<file path="src/rtl/mul_div_unit.sv">
// mul_div_unit -- iterative RV32M multiply/divide unit for the Execute stage.
//
// A start pulse latches funct3 and the forwarded operands, converts them to
// magnitudes, then runs XLEN shift-add (multiply) or restoring-division
// (divide) steps. A single FINISH cycle applies sign correction and selects
// the result, which is registered on the edge entering DONE. Divide-by-zero
// and signed overflow bypass the iteration and go straight to DONE.
//
// Ports:
//   clk          rising-edge clock
//   reset        asynchronous, active-high; forces IDLE and clears outputs
//   start        request pulse, accepted only in IDLE or DONE
//   operation    funct3 (MUL/MULH/MULHSU/MULHU/DIV/DIVU/REM/REMU)
//   operandA     forwarded rs1
//   operandB     forwarded rs2
//   flush        abort an operation in CALC/FINISH
//   busy         high in CALC and FINISH
//   done         one-cycle pulse in DONE; result valid
//   result       registered result, held until the next completion
//   stallRequest (accepted start) | busy, to the hazard unit
//   debugState   current FSM state (IDLE=0, CALC=1, FINISH=2, DONE=3)
//
// Handshake: a request is taken when start is high while the unit is in IDLE
// or DONE (stallRequest rises combinationally in that cycle); the response is
// the done pulse, during which result is valid and stallRequest is low.
module mul_div_unit #(
    parameter int XLEN = 32
) (
    input  logic            clk,
    input  logic            reset,
    input  logic            start,
    input  logic [2:0]      operation,
    input  logic [XLEN-1:0] operandA,
    input  logic [XLEN-1:0] operandB,
    input  logic            flush,
    output logic            busy,
    output logic            done,
    output logic [XLEN-1:0] result,
    output logic            stallRequest,
    output logic [1:0]      debugState
);

    localparam int CNT_W = $clog2(XLEN);

    typedef enum logic [1:0] {IDLE = 2'd0, CALC = 2'd1, FINISH = 2'd2, DONE = 2'd3} state_t;

    state_t            state, nextState;
    logic [CNT_W-1:0]  count;
    logic [2:0]        opReg;
    logic [XLEN-1:0]   magOp;      // multiplicand (MUL*) or divisor (DIV*)
    logic [2*XLEN-1:0] acc;        // {partial product | remainder, multiplier | quotient}
    logic              negMain;    // negate product or quotient
    logic              negRem;     // negate remainder

    // Operand decode for the request being presented
    logic            accept, isDiv, signedA, signedB, sA, sB;
    logic            divZero, overflow, fastPath;
    logic [XLEN-1:0] absA, absB, fastResult;

    always_comb begin
        accept   = start && (state == IDLE || state == DONE);
        isDiv    = operation[2];
        signedA  = (operation == 3'b001) || (operation == 3'b010) ||
                   (operation == 3'b100) || (operation == 3'b110);
        signedB  = (operation == 3'b001) || (operation == 3'b100) || (operation == 3'b110);
        sA       = signedA && operandA[XLEN-1];
        sB       = signedB && operandB[XLEN-1];
        absA     = sA ? -operandA : operandA;
        absB     = sB ? -operandB : operandB;
        divZero  = isDiv && (operandB == '0);
        overflow = ((operation == 3'b100) || (operation == 3'b110)) &&
                   (operandA == {1'b1, {(XLEN-1){1'b0}}}) && (operandB == '1);
        fastPath = divZero || overflow;
        // operation[1] separates REM/REMU from DIV/DIVU
        if (divZero) begin
            fastResult = operation[1] ? operandA : '1;
        end else begin
            fastResult = operation[1] ? '0 : operandA;
        end
    end

    // One iteration step of each algorithm
    logic [XLEN:0]     mulSum, divPartial, divDiff;
    logic [2*XLEN-1:0] mulNext, divNext;

    always_comb begin
        mulSum     = {1'b0, acc[2*XLEN-1:XLEN]} + (acc[0] ? {1'b0, magOp} : '0);
        mulNext    = {mulSum, acc[XLEN-1:1]};
        divPartial = {acc[2*XLEN-1:XLEN], acc[XLEN-1]};
        divDiff    = divPartial - {1'b0, magOp};
        // Remainder stays below the divisor, so the restored value fits XLEN bits
        if (divDiff[XLEN]) begin
            divNext = {divPartial[XLEN-1:0], acc[XLEN-2:0], 1'b0};
        end else begin
            divNext = {divDiff[XLEN-1:0], acc[XLEN-2:0], 1'b1};
        end
    end

    // Sign correction and result select in FINISH
    logic [2*XLEN-1:0] prodCorr;
    logic [XLEN-1:0]   quoCorr, remCorr, finalResult;

    always_comb begin
        prodCorr = negMain ? -acc : acc;
        quoCorr  = negMain ? -acc[XLEN-1:0] : acc[XLEN-1:0];
        remCorr  = negRem ? -acc[2*XLEN-1:XLEN] : acc[2*XLEN-1:XLEN];
        if (opReg[2]) begin
            finalResult = opReg[1] ? remCorr : quoCorr;
        end else begin
            finalResult = (opReg[1:0] == 2'b00) ? prodCorr[XLEN-1:0] : prodCorr[2*XLEN-1:XLEN];
        end
    end

    always_comb begin
        nextState = state;
        case (state)
            IDLE:   if (accept) nextState = fastPath ? DONE : CALC;
            CALC: begin
                if (flush) nextState = IDLE;
                else if (count == CNT_W'(XLEN-1)) nextState = FINISH;
            end
            FINISH: nextState = flush ? IDLE : DONE;
            DONE: begin
                if (accept) nextState = fastPath ? DONE : CALC;
                else nextState = IDLE;
            end
            default: nextState = IDLE;
        endcase
    end

    always_ff @(posedge clk or posedge reset) begin
        if (reset) begin
            state <= IDLE;
        end else begin
            state <= nextState;
        end
    end

    always_ff @(posedge clk or posedge reset) begin
        if (reset) begin
            count   <= '0;
            opReg   <= '0;
            magOp   <= '0;
            acc     <= '0;
            negMain <= 1'b0;
            negRem  <= 1'b0;
            result  <= '0;
        end else if (accept) begin
            count   <= '0;
            opReg   <= operation;
            magOp   <= isDiv ? absB : absA;
            acc     <= {{XLEN{1'b0}}, (isDiv ? absA : absB)};
            negMain <= sA ^ sB;
            negRem  <= sA;
            if (fastPath) result <= fastResult;
        end else if (state == CALC && !flush) begin
            count <= count + 1'b1;
            acc   <= opReg[2] ? divNext : mulNext;
        end else if (state == FINISH && !flush) begin
            result <= finalResult;
        end
    end

    always_comb begin
        busy         = (state == CALC) || (state == FINISH);
        done         = (state == DONE);
        stallRequest = !reset && (accept || busy);
        debugState   = state;
    end

endmodule

</file>
<file path="config.mk">
export PLATFORM = sky130hd
export DESIGN_NAME = mul_div_unit
export DESIGN_NICKNAME = d
export VERILOG_FILES = /design/src/rtl/mul_div_unit.sv
export SDC_FILE = /design/constraint.sdc
export NUM_CORES = 1
export LEC_CHECK = 0
export CAP_MARGIN = 20
export CORE_ASPECT_RATIO = 0.75
export CORE_MARGIN = 8
export CORE_UTILIZATION = 54
export DETAILED_ROUTE_END_ITERATION = 16
export DONT_BUFFER_PORTS = 1
export GPL_TIMING_DRIVEN = 0
export PLACE_DENSITY = 0.72
export RECOVER_POWER = 100
export SLEW_MARGIN = 20
export SYNTH_ARGS = -nofsm -noshare
export SYNTH_HDL_FRONTEND = slang
export SYNTH_SLANG_ARGS = --single-unit
</file>
<file path="constraint.sdc">
create_clock -name clk -period 4.1 [get_ports clk]
set_input_delay 0.205 -clock clk [delete_from_list [all_inputs] [get_ports clk]]
set_output_delay 0.205 -clock clk [all_outputs]
set_load 0.01 [all_outputs]
</file>
* After elaboration in Yosys (flattened, before gate mapping)
Index checks and enable logic that the tools add are counted.
** Word-level totals
- Register bits after elaboration :: 140
- Input port bits :: 71
- Output and inout port bits :: 37
- Word-level logic and storage cells :: 90
** Cells by class
- Add/subtract/negate cells :: 8
- Equality and inequality tests :: 14
- Muxes and demuxes :: 31
- Bitwise gates (word level) :: 1
- Reductions and logical operators :: 28
** Operators by type and width (count)
- two-way mux 32 bit :: 17
- two-way mux 64 bit :: 5
- negation 32 bit :: 4
- equality test 32 bit, second input constant :: 2
- negation 64 bit :: 1
- adder 32 x 32 -> 33 bit :: 1
- subtractor 33 x 32 -> 33 bit :: 1
- zero test 32 bit :: 1
- two-way mux 2 bit :: 6
- logical OR 1 bit :: 10
- two-way mux 5 bit :: 2
- logical AND 1 bit :: 9
- case mux 2 bit (4 select lines) :: 1
- equality test 3 bit, second input constant :: 2
- adder 5 x 1 -> 5 bit, second input constant :: 1
- equality test 5 bit, second input constant :: 1
- equality test 2 bit, second input constant :: 2
- zero test 2 bit :: 2
- inequality test 2 bit, second input constant :: 2
- nonzero test 2 bit :: 2
- equality test 3 x 1 -> 1 bit, second input constant :: 1
- equality test 3 x 2 -> 1 bit, second input constant :: 1
- inequality test 3 bit, second input constant :: 1
- AND reduction 3 bit :: 1
- 5 further kinds :: 6

* Depth between registers and ports, before layout
- Word-level depth :: 8
- Depth in mapped cells :: 15
- Depth with buffers taken out :: 13

* Worst setup path after synthesis
No wires, ideal clock.
- Path type :: flip-flop to flip-flop
- Start point :: reg acc[31]
- End point :: reg acc[43]
- Setup time :: 0.133 ns
- Arrival time :: 3.234 ns
- Required time :: 3.967 ns
- Path slack :: 0.733 ns
- Cell stages (with the launch flop) :: 15
- Buffers on the path :: 3
- Clock period less this slack :: 3.367 ns
- Path through :: dfrtp_1 clkbuf_1 inv_1 ha_1 fa_1 nand2b_1 a21oi_1 o21ai_0 a211oi_1 o21ai_1 xnor2_1 buf_2 buf_1 mux2i_1 o21ai_0
** On the way
- Word-level cells in the longest chain between the ends :: 5
** Ends and longest elaborated chain
- start: declaration :: line 51 : logic [2*XLEN-1:0] acc;
- start signal: assignment :: line 152 : acc <= {{XLEN{1'b0}}, (isDiv ? absA : absB)};
- start signal: assignment :: line 158 : acc <= opReg[2] ? divNext : mulNext;
- subtractor 33 x 32 -> 33 bit :: line 90 : divDiff = divPartial - {1'b0, magOp};
- two-way mux 64 bit :: line 92 : if (divDiff[XLEN]) begin
- two-way mux 64 bit :: line 158
- two-way mux 64 bit :: line 156 : end else if (state == CALC && !flush) begin
- two-way mux 64 bit :: line 148 : end else if (accept) begin
Every way passes these cells. The select of a mux whose other input is x is not followed.
A chain may end at the register's enable or synchronous reset.

* Final worst setup path
- Start point :: reg acc[32]
- End point :: reg acc[58]
** On the way
- Word-level cells in the longest chain between the ends :: 5
- Elaborated cells between the ends (all ways) :: 6
- Those cells by class :: 2 x add/sub; 4 x mux
** Ends and longest elaborated chain (line)
- subtractor 33 x 32 -> 33 bit :: 90
- two-way mux 64 bit :: 92
- two-way mux 64 bit (*) :: 158
- two-way mux 64 bit (*) :: 156
- two-way mux 64 bit (*) :: 148
Mark *: on every way between the ends. The rest lies on a longest branch, timed or not. The select of a mux whose other input is x is not followed.

==> flow_metrics.tcl <==
set metrics [dict create \
    outcome "finished, violations left" \
    violations "capacitance limit, slew limit" \
    synth-seq-area-share_pct 22.6 \
    seqPwrFrac_pct 18.4 \
    slowest_delay_ps 590 \
    end_kind "flip-flop" \
    die_area_mm2 0.0345 \
    clk_latency_ps 460 \
    cts_inserted_buffers 17 \
    synth_enable_flop_cells 0 \
    post-route-period-util_pct 96.9 \
    grt_max_degree 105 \
    rows 53 \
    worstReg2RegStart "acc[32]" \
    syn-mean-instance-area_um2 7.38 \
    clock-root-buffer "clkbuf_16" \
    grt_pass1_vias 15800 \
    synth_area_mm2 0.0155 \
    gp_congestion 1.06 \
    finalPower_mw 15.8 \
    syn_inst 2106 \
    post-route-util_pct 59.2 \
    dr.first_iter.drc_count 2619 \
    cts_num_sinks 140 \
    synth_cell_type_count 83 \
    die_x_um 212 \
    crit_path_end "acc[58]" \
    path_clk_slew_ps 70 \
    final_common_cell "nand2_1" \
    synth-main-ff-cell "dfrtp_1" \
    r2r_cells 14 \
    final_cell_mix "227 x nand2_1, 209 x o21ai_0, 206 x nor2_1" \
    grt_pass1_wl_um 102000 \
    synth_top_area_share_pct 22.6 \
    p_int_mw 6.68 \
    crit_slowest_cell "dfrtp_1" \
    drive_gt1_share_pct 5.09 \
    worst_slew_pin_slew_ps 1700 \
    drv.max_cap_violation_count 2 \
    rrSetupSlack_ps 130 \
    p_clk_share_pct 10.6 \
    cp_max_fo 10 \
    firstDrtPassIters 7 \
    fin_crit_ps 3970 \
    swShare_pct 57.8 \
    path_cells "inv_1, fa_1, nand2b_1, a21oi_2, o21ai_2, a211oi_1, buf_4, o21ai_2, xnor2_2, buf_4, buf_4, nor2_1, o21ai_0, a21oi_1" \
    ctsHtreeMaxLevel 4 \
    worst_clock_skew_ps 13.0 \
    synth_nets 2255 \
    fmax_mhz 252 \
    worstSetupPathType "reg2reg" \
    synth_area_leaders "dfrtp_1 23%, o21ai_0 6.7%, xnor2_1 6.1%" \
    postRouteAntennaNets 0 \
    vias_per_cell 6.96 \
    required_ps 4400 \
    ys_seq_elements 140 \
    relSlewSlack_pct -13.7 \
    path_delay_family "compound AO/OA/AOI/OAI gates" \
    setup_viol 0 \
    num_vias 17600 \
    dieHeight_um 163 \
    area_growth_pct 7.41 \
    critPathMostFrequentCell "buf_4" \
    avgRoutedWirePerCell_um 28.2 \
    worstHoldPathType "in2reg" \
    rsz0062_at_grt "false" \
    worst_ir_drop_vdd_uv 533 \
    path_depth 14 \
    start_util_pct 55.1 \
    cts_tree "built" \
    r2r-end "acc[58]" \
    total_leakage_power_nw 6.88 \
    fin_nets 2277 \
    slew_violations 143 \
    crit_start "acc[32]" \
    track_usage_pct 39.6 \
    switchingPower_mw 9.15 \
    hpwl_um 56700 \
    hold_viol 0 \
    pin_count 108 \
    core_mm2 0.0282 \
    worstSetupStartpointType "flip-flop" \
    drc 0 \
    totalWireLength_um 71200 \
    p_per_area_mw_per_mm2 949 \
    cp.arrival_ps 4270 \
    antenna_found_initial 1 \
    power.share.combinational_pct 71.0 \
    yosysTopAreaCell "dfrtp_1" \
    grt_overflow 0 \
    ys_async_sr_fraction_pct 100 \
    clockBufferDepth 2 \
    yosys_warnings 0 \
    numPortBuffers 0 \
    crit_buf_inv 4 \
]
==> cells in the mapped netlist, drive strengths merged, types with 22 or more instances <==
cell	n
a211oi	28
dfrtp	140
inv	73
mux2i	58
or3	33
buf	29
a21oi	168
nand2	229
nor2	207
nand3	29
xor2	93
nand4	22
a31oi	30
o21ai	217
clkbuf	129
nand2b	22
xnor2	109
o31ai	35
o211ai	65
nor3	36
a21o	47
ha	76
==> final cells by class <==
type	instances	area [um^2]
inverter	73	275
timing repair buffer	4	35.0
buffer	157	642
clock inverter	15	176
sequential	140	3510
fill	2708	11500
clock buffer	17	425
tap	385	482
multi-input combinational	1735	11100
antenna	1	2.50
==> registers in the layout, summed over array words and instances (netlist names) <==
register,cells
count,5
negRem,1
negMain,1
debugState,2
result,32
acc,64
opReg,3
magOp,32
==> cells by family (layout without fill, tap and decap cells) <==
family,count (synthesis),count (layout),share of synthesized area [%]
other cells,0,1,0
simple gates,672,672,20.4
fa+ha+maj,78,78,6.38
xor+xnor,202,202,11.4
mux,64,64,4.17
compound gates,719,719,29.2
flops,140,140,22.6
buf+inv,231,266,5.87
==> routing by layer <==
| metal | routed length [um] | track usage, % |
|---|---|---|
| met1 | 28200 | 55.0 |
| met2 | 27700 | 53.3 |
| met3 | 11400 | 13.9 |
| met4 | 3830 | 19.0 |
| met5 | 64 | 0 |
==> worst min path at each step <==
stage               slack, ps         to          from  cells after the start
floorplan                 310   opReg[0]  operation[0]                      2
global placement          310   opReg[0]  operation[0]                      2
detailed placement         50  result[6]         reset                      1
CTS                        30  result[3]   operandA[3]                      2
global route               30  result[3]   operandA[3]                      2
finish                     30  result[3]   operandA[3]                      2
==> metrics by stage <==
stage | worst slack [ps] | instances | setup TNS [ps] | hold WS, ps | instance area (um^2)
3_3_place_gp | -1460 | 2491 | -227740 | 314 | 16000
3_5_place_dp | -1050 | 2492 | -26060 | 48.4 | 16000
4_1_cts | 96.0 | 2525 | 0 | 33.7 | 16700
5_1_grt | 28.3 | 2526 | 0 | 33.9 | 16700
6_report | 126 | 2527 | 0 | 25.5 | 16700
2_1_floorplan | 142 | 2106 | 0 | 310 | 15500
==> power by group through the flow <==
stage / Combinational [mW] / Clock [mW] / Sequential, mW
floorplan: 7.40 / 0 / 2.52
global placement: 10.5 / 0 / 2.83
detailed placement: 10.6 / 0 / 2.85
CTS: 10.7 / 1.64 / 2.84
global route: 11.9 / 1.70 / 2.94
finish: 11.2 / 1.68 / 2.92
==> what timing repair did <==
action	CTS	global route
hold buffers	2	0
pin swaps	0	1
endpoints found under the setup margin	33	30
endpoints found under the hold margin	37	0
buffers inserted	0	1
gates resized for setup	12	12
(Power assumes the default switching activity.)
